**src/rtl/tx_frame_streamer.sv**
```systemverilog
// Reads one frame from tx_buffer and streams it to the Ethernet MAC over AXI4-Stream.
// Zero-pads short frames to MIN_LEN and inserts an idle gap of IFG cycles after each frame.
module tx_frame_streamer #(
    parameter int unsigned SIZE    = 2048,
    parameter int unsigned LEN_W   = $clog2(SIZE),
    parameter int unsigned MIN_LEN = 60,
    parameter int unsigned IFG     = 12
) (
    input  logic             clk,
    input  logic             rst_n,
    input  logic             tx_start,
    input  logic [LEN_W-1:0] tx_len,
    output logic             tx_busy,
    output logic             tx_done,
    output logic             tx_len_err,
    output logic             tx_underrun,
    input  logic             btx_empty,
    output logic             btx_rd_en,
    input  logic [7:0]       btx_data,
    output logic [7:0]       m_axis_tdata,
    output logic             m_axis_tvalid,
    output logic             m_axis_tlast,
    input  logic             m_axis_tready
);
    localparam int unsigned GAP_W = (IFG > 1) ? $clog2(IFG) : 1;

    typedef enum logic [1:0] {S_IDLE, S_STREAM, S_PAD, S_GAP} state_e;

    state_e           state_q, state_d;
    logic [LEN_W-1:0] len_q, len_d;
    logic [LEN_W-1:0] req_cnt_q, req_cnt_d;
    logic [LEN_W-1:0] out_cnt_q, out_cnt_d;
    logic [GAP_W-1:0] gap_cnt_q, gap_cnt_d;
    logic             armed_q, armed_d;
    logic             len_err_q, len_err_d;

    logic [7:0]       fifo_q [2];
    logic             wr_ptr_q, rd_ptr_q;
    logic [1:0]       fifo_cnt_q;
    logic             inflight_q;

    logic fifo_ne, pop, push, credit_ok, len_short, last_data, last_pad, underrun_cond, len_ok;

    assign fifo_ne   = (fifo_cnt_q != 2'd0);
    assign push      = inflight_q;
    assign pop       = (state_q == S_STREAM) && fifo_ne && m_axis_tready;
    // A pop in the same cycle frees a slot, so the FIFO can sustain one byte per cycle.
    assign credit_ok = (3'({1'b0, fifo_cnt_q}) + 3'(inflight_q) - 3'(pop)) < 3'd2;
    assign len_short = 32'(len_q) < MIN_LEN;
    assign last_data = (out_cnt_q == len_q - LEN_W'(1));
    assign last_pad  = (out_cnt_q == LEN_W'(MIN_LEN - 1));
    assign len_ok    = (tx_len != '0) && (32'(tx_len) < SIZE);

    assign btx_rd_en = (state_q == S_STREAM) && !btx_empty && (req_cnt_q < len_q) && credit_ok;

    assign underrun_cond = (state_q == S_STREAM) && !fifo_ne && !inflight_q
                           && (req_cnt_q < len_q) && !btx_rd_en;

    assign m_axis_tvalid = ((state_q == S_STREAM) && fifo_ne) || (state_q == S_PAD);
    assign m_axis_tdata  = ((state_q == S_STREAM) && fifo_ne) ? fifo_q[rd_ptr_q] : 8'h00;
    assign m_axis_tlast  = ((state_q == S_STREAM) && fifo_ne && last_data && !len_short)
                           || ((state_q == S_PAD) && last_pad);

    assign tx_busy     = (state_q != S_IDLE);
    assign tx_done     = (state_q == S_GAP) && (gap_cnt_q == GAP_W'(IFG - 1));
    assign tx_len_err  = len_err_q;
    assign tx_underrun = underrun_cond && armed_q;

    // Skid FIFO absorbing the buffer read latency
    always_ff @(posedge clk or negedge rst_n) begin
        if (!rst_n) begin
            fifo_q[0]  <= 8'h00;
            fifo_q[1]  <= 8'h00;
            wr_ptr_q   <= 1'b0;
            rd_ptr_q   <= 1'b0;
            fifo_cnt_q <= 2'd0;
            inflight_q <= 1'b0;
        end else begin
            inflight_q <= btx_rd_en;
            if (push) begin
                fifo_q[wr_ptr_q] <= btx_data;
                wr_ptr_q         <= ~wr_ptr_q;
            end
            if (pop) begin
                rd_ptr_q <= ~rd_ptr_q;
            end
            fifo_cnt_q <= fifo_cnt_q + 2'(push) - 2'(pop);
        end
    end

    always_ff @(posedge clk or negedge rst_n) begin
        if (!rst_n) begin
            state_q   <= S_IDLE;
            len_q     <= '0;
            req_cnt_q <= '0;
            out_cnt_q <= '0;
            gap_cnt_q <= '0;
            armed_q   <= 1'b1;
            len_err_q <= 1'b0;
        end else begin
            state_q   <= state_d;
            len_q     <= len_d;
            req_cnt_q <= req_cnt_d;
            out_cnt_q <= out_cnt_d;
            gap_cnt_q <= gap_cnt_d;
            armed_q   <= armed_d;
            len_err_q <= len_err_d;
        end
    end

    always_comb begin
        state_d   = state_q;
        len_d     = len_q;
        req_cnt_d = req_cnt_q + LEN_W'(btx_rd_en);
        out_cnt_d = out_cnt_q;
        gap_cnt_d = gap_cnt_q;
        len_err_d = 1'b0;
        armed_d   = m_axis_tvalid ? 1'b1 : (underrun_cond ? 1'b0 : armed_q);
        unique case (state_q)
            S_IDLE: begin
                armed_d = 1'b1;
                if (tx_start) begin
                    if (len_ok) begin
                        len_d     = tx_len;
                        req_cnt_d = '0;
                        out_cnt_d = '0;
                        state_d   = S_STREAM;
                    end else begin
                        len_err_d = 1'b1;
                    end
                end
            end
            S_STREAM: begin
                if (pop) begin
                    out_cnt_d = out_cnt_q + LEN_W'(1);
                    if (last_data) begin
                        gap_cnt_d = '0;
                        state_d   = len_short ? S_PAD : S_GAP;
                    end
                end
            end
            S_PAD: begin
                if (m_axis_tready) begin
                    out_cnt_d = out_cnt_q + LEN_W'(1);
                    if (last_pad) begin
                        gap_cnt_d = '0;
                        state_d   = S_GAP;
                    end
                end
            end
            S_GAP: begin
                gap_cnt_d = gap_cnt_q + GAP_W'(1);
                if (gap_cnt_q == GAP_W'(IFG - 1)) begin
                    state_d = S_IDLE;
                end
            end
            default: state_d = S_IDLE;
        endcase
    end

endmodule

```
**config.mk**
```make
export PLATFORM = sky130hd
export DESIGN_NAME = tx_frame_streamer
export DESIGN_NICKNAME = d
export VERILOG_FILES = /design/src/rtl/tx_frame_streamer.sv
export SDC_FILE = /design/constraint.sdc
export NUM_CORES = 1
export LEC_CHECK = 0
export ABC_AREA = 1
export CAP_MARGIN = 5
export CORE_ASPECT_RATIO = 0.6
export CORE_MARGIN = 3
export CORE_UTILIZATION = 55
export DETAILED_ROUTE_END_ITERATION = 10
export GPL_TIMING_DRIVEN = 0
export MAX_ROUTING_LAYER = met4
export PLACE_DENSITY = 0.77
export SLEW_MARGIN = 20
export SYNTH_ARGS = -nofsm -noshare
export SYNTH_HDL_FRONTEND = slang
export SYNTH_SLANG_ARGS = --single-unit
```
**constraint.sdc**
```tcl
create_clock -name clk -period 8 [get_ports clk]
set_input_delay 1.2 -clock clk [delete_from_list [all_inputs] [get_ports clk]]
set_output_delay 1.2 -clock clk [all_outputs]
set_load 0.05 [all_outputs]
```
==> results.toml <==
[cts]
post_cts_buffers = 0
clock_latency_ns = 0.33
htreeDepth = 3
path_clk_slew_ns = 0.05
cts-buffers-inserted = 9
cts-hold-fix-buffers = 0
cts_tree = "built"
clock-sinks = 62
cts-root-buf = "clkbuf_16"
clk_path_buf_depth = 2
post_cts_resized = 0

[placed_design]
dpl.hpwl_mm = 7.30
post_dp_cell_area_mm2 = 0.00437
place.gp.congestion = 0.942
dpl.cell_count = 640
port_buffers = 38

[yosys]
synth_top_area_share_pct = 39.6
synth_common_cells = "nand2_1, inv_1, dfrtp_1, nor2_1, o21ai_0"
netlist_area_mm2 = 0.00385
synth_flop_cell = "dfrtp_1"
syn_inst = 517
async_reset_ff_share_pct = 100
syn_nets = 564
yosys_warnings = 0
ys_seq_area_share_pct = 40.3
ys_ff_latch = 62
synth_area_leaders = "dfrtp_1, nand2_1, ha_1"
postSynthAreaPerCell_um2 = 7.46
synth_cell_type_count = 38
yosysMostFrequentCell = "nand2_1"
yosys.area.top_type = "dfrtp_1"
synth_edf_count = 0

[worst_setup_path]
crit_buf_inv = 6
critPathArrivalTime_ns = 4.48
slowest_delay_ns = 0.91
reg2reg_from = "state_q[1]"
crit_required_ns = 6.80
start_kind = "input pin"
path_depth = 13
r2r_cells = 24
timing_worst_setup_path_type = "input pin to output pin"
r2r_slack_ns = 3.69
cpLargestDelayFamily = "buffers and inverters"
critPathSlowestCell = "clkdlybuf4s50_1"
cp_max_fo = 3
crit_path_end_kind = "output pin"
worstSetupEndpoint = "btx_rd_en"
r2r-end = "req_cnt_q[10]"
cp_common_cell = "inv_1"
cp_cell_sequence = "clkdlybuf4s50_1, inv_1, nor2_4, ha_1, inv_1, ha_1, inv_1, fa_1, inv_1, nor2_1, nand2_1, nor3_1, clkdlybuf4s50_1"
worstSetupStartpoint = "m_axis_tready"

[drt]
num_vias = 3518
antenna_left = 0
drc = 0
totalWireLength_mm = 9.57
vias_per_cell = 5.36
dr.pass1.iters = 6
drt_first_iter_violations = 493
post_drt_wl_per_cell_um = 14.6

[power_and_ir_drop]
p_leak_nw = 2.30
p_total_mw = 1.74
p_per_area_mw_per_mm2 = 373
ir_drop_uv = 241

[final_layout]
drive_above_1_share_pct = 7.17
fin_nets = 614
postLayoutCellArea_mm2 = 0.00465
area_growth_pct = 20.7
nFillCells = 527
stdcell_count = 656
antenna_cells = 0

[sta]
setup_tns_ns = 0
post-route-min-period_ns = 5.68
rsz0062_at_grt = "false"
worst_slew_pin_slew_ns = 0.750
final_max_slew_viol_count = 0
whs_ns = 0.461
setup_viol = 0
fin_skew_ns = 0.00580
hold_viol = 0
relSlewSlack_pct = 49.5
fmax_mhz = 176
timing.final.crit_share_pct = 71.0

[floorplanning]
io_pins = 39
rows = 22
initial_core_util_pct = 59.8
die_w_um = 114
core_mm2 = 0.00644
dieArea_mm2 = 0.00808
die_h_um = 70.9

[worst_hold_path]
hold_class = "flop to flop"

[global_routing]
grt-ovfl-total = 0
track_usage_pct = 26.3
grt_pass1_wl_mm = 16.1
grt_pass1_vias = 3283
grt_start_max_net_pins = 48
antenna_found_initial = 0

[run]
maxCapViolCount = 0

[status]
status = "completed"
-- cell usage in the layout (no fill, tap or decap), types with 9 or more instances in the layout --
cell type / count
o21ai_0: 44
xor2_1: 15
clkdlybuf4s50_1: 37
clkbuf_16: 9
nand2_1: 148
a21oi_1: 12
inv_1: 67
dfrtp_1: 61
nor2_1: 55
nand3_1: 22
ha_1: 22
-- per-stage QoR --
| stage | setup slack (ns) | util [%] |
|---|---|---|
| floorplan | 2.94 | - |
| global placement | 2.40 | 67.4 |
| detailed placement | 2.32 | 67.8 |
| CTS | 2.29 | 72.2 |
| global route | 2.16 | 72.2 |
| finish | 2.32 | 72.2 |
-- sequential cells by signal (all words and copies together), names as in the netlist --
signal / cells
fifo_cnt_q: 2
out_cnt_q: 11
req_cnt_q: 11
fifo_q: 16
state_q: 2
tx_len_err: 1
inflight_q: 1
armed_q: 1
gap_cnt_q: 4
rd_ptr_q: 1
len_q: 11
wr_ptr_q: 1
-- layer usage --
metal / global-route usage, % / vias up / part of all wire [%]
met5: - / - / 0
met4: 5.40 / 0 / 1.0
met3: 7.26 / 12 / 8.7
met2: 35.3 / 139 / 41
met1: 39.5 / 1615 / 50
li1: - / 1752 / -
-- logic make-up (layout without fill, tap and decap cells) --
family	Yosys count	in the layout	share of synthesized area [%]
XOR/XNOR	20	20	4.54
AND/OR/NAND/NOR	265	265	30.1
AO/OA/AOI/OAI	67	67	9.51
flip-flops	62	62	40.3
adder cells (fa/ha/maj)	23	23	7.66
buffers and inverters	80	135	7.92
-- where the power goes --
part           internal [mW]  switching, mW  total (mW)
combinational          0.282          0.584       0.865
sequential             0.416         0.0849       0.501
clock                  0.234          0.138       0.372
total                  0.931          0.807        1.74
-- worst min path at each step --
| stage | cells past startpoint | endpoint | slack (ns) | from |
|---|---|---|---|---|
| 3_3_place_gp | 2 | armed_q | 0.45 | armed_q |
| 4_1_cts | 2 | armed_q | 0.46 | armed_q |
| 2_1_floorplan | 2 | armed_q | 0.44 | armed_q |
| 6_report | 2 | armed_q | 0.46 | armed_q |
| 5_1_grt | 2 | armed_q | 0.48 | armed_q |
| 3_5_place_dp | 2 | armed_q | 0.45 | armed_q |
-- worst reg2reg max path, cell delays in order (launching register included) --
cell and delay, ns:
dfrtp_1 0.44, inv_1 0.13, ha_1 0.31, nand2_2 0.14, nor2_4 0.13, ha_1 0.24, inv_1 0.05, ha_1 0.14
inv_1 0.05, fa_1 0.48, inv_1 0.05, nor2_1 0.09, nand2_1 0.08, nor3_1 0.48, ha_1 0.30, ha_1 0.20
nand3_1 0.12, nor2_1 0.11, nand2_1 0.08, nor2_1 0.14, nand2_1 0.10, nor2_1 0.12, a21oi_1 0.07, o21ai_0 0.09
inv_1 0.05
-- cell type report --
type / count / area, µm² / share of cell area (%)
timing repair buffer: 39 / 405 / 8.71
inverter: 71 / 267 / 5.73
buffer: 9 / 38.8 / 0.834
multi-input combinational: 375 / 2000 / 42.9
clock inverter: 3 / 17.5 / 0.376
clock buffer: 13 / 270 / 5.81
tap: 84 / 105 / 2.26
sequential: 62 / 1550 / 33.4
Power figures use the tool's default switching activity.
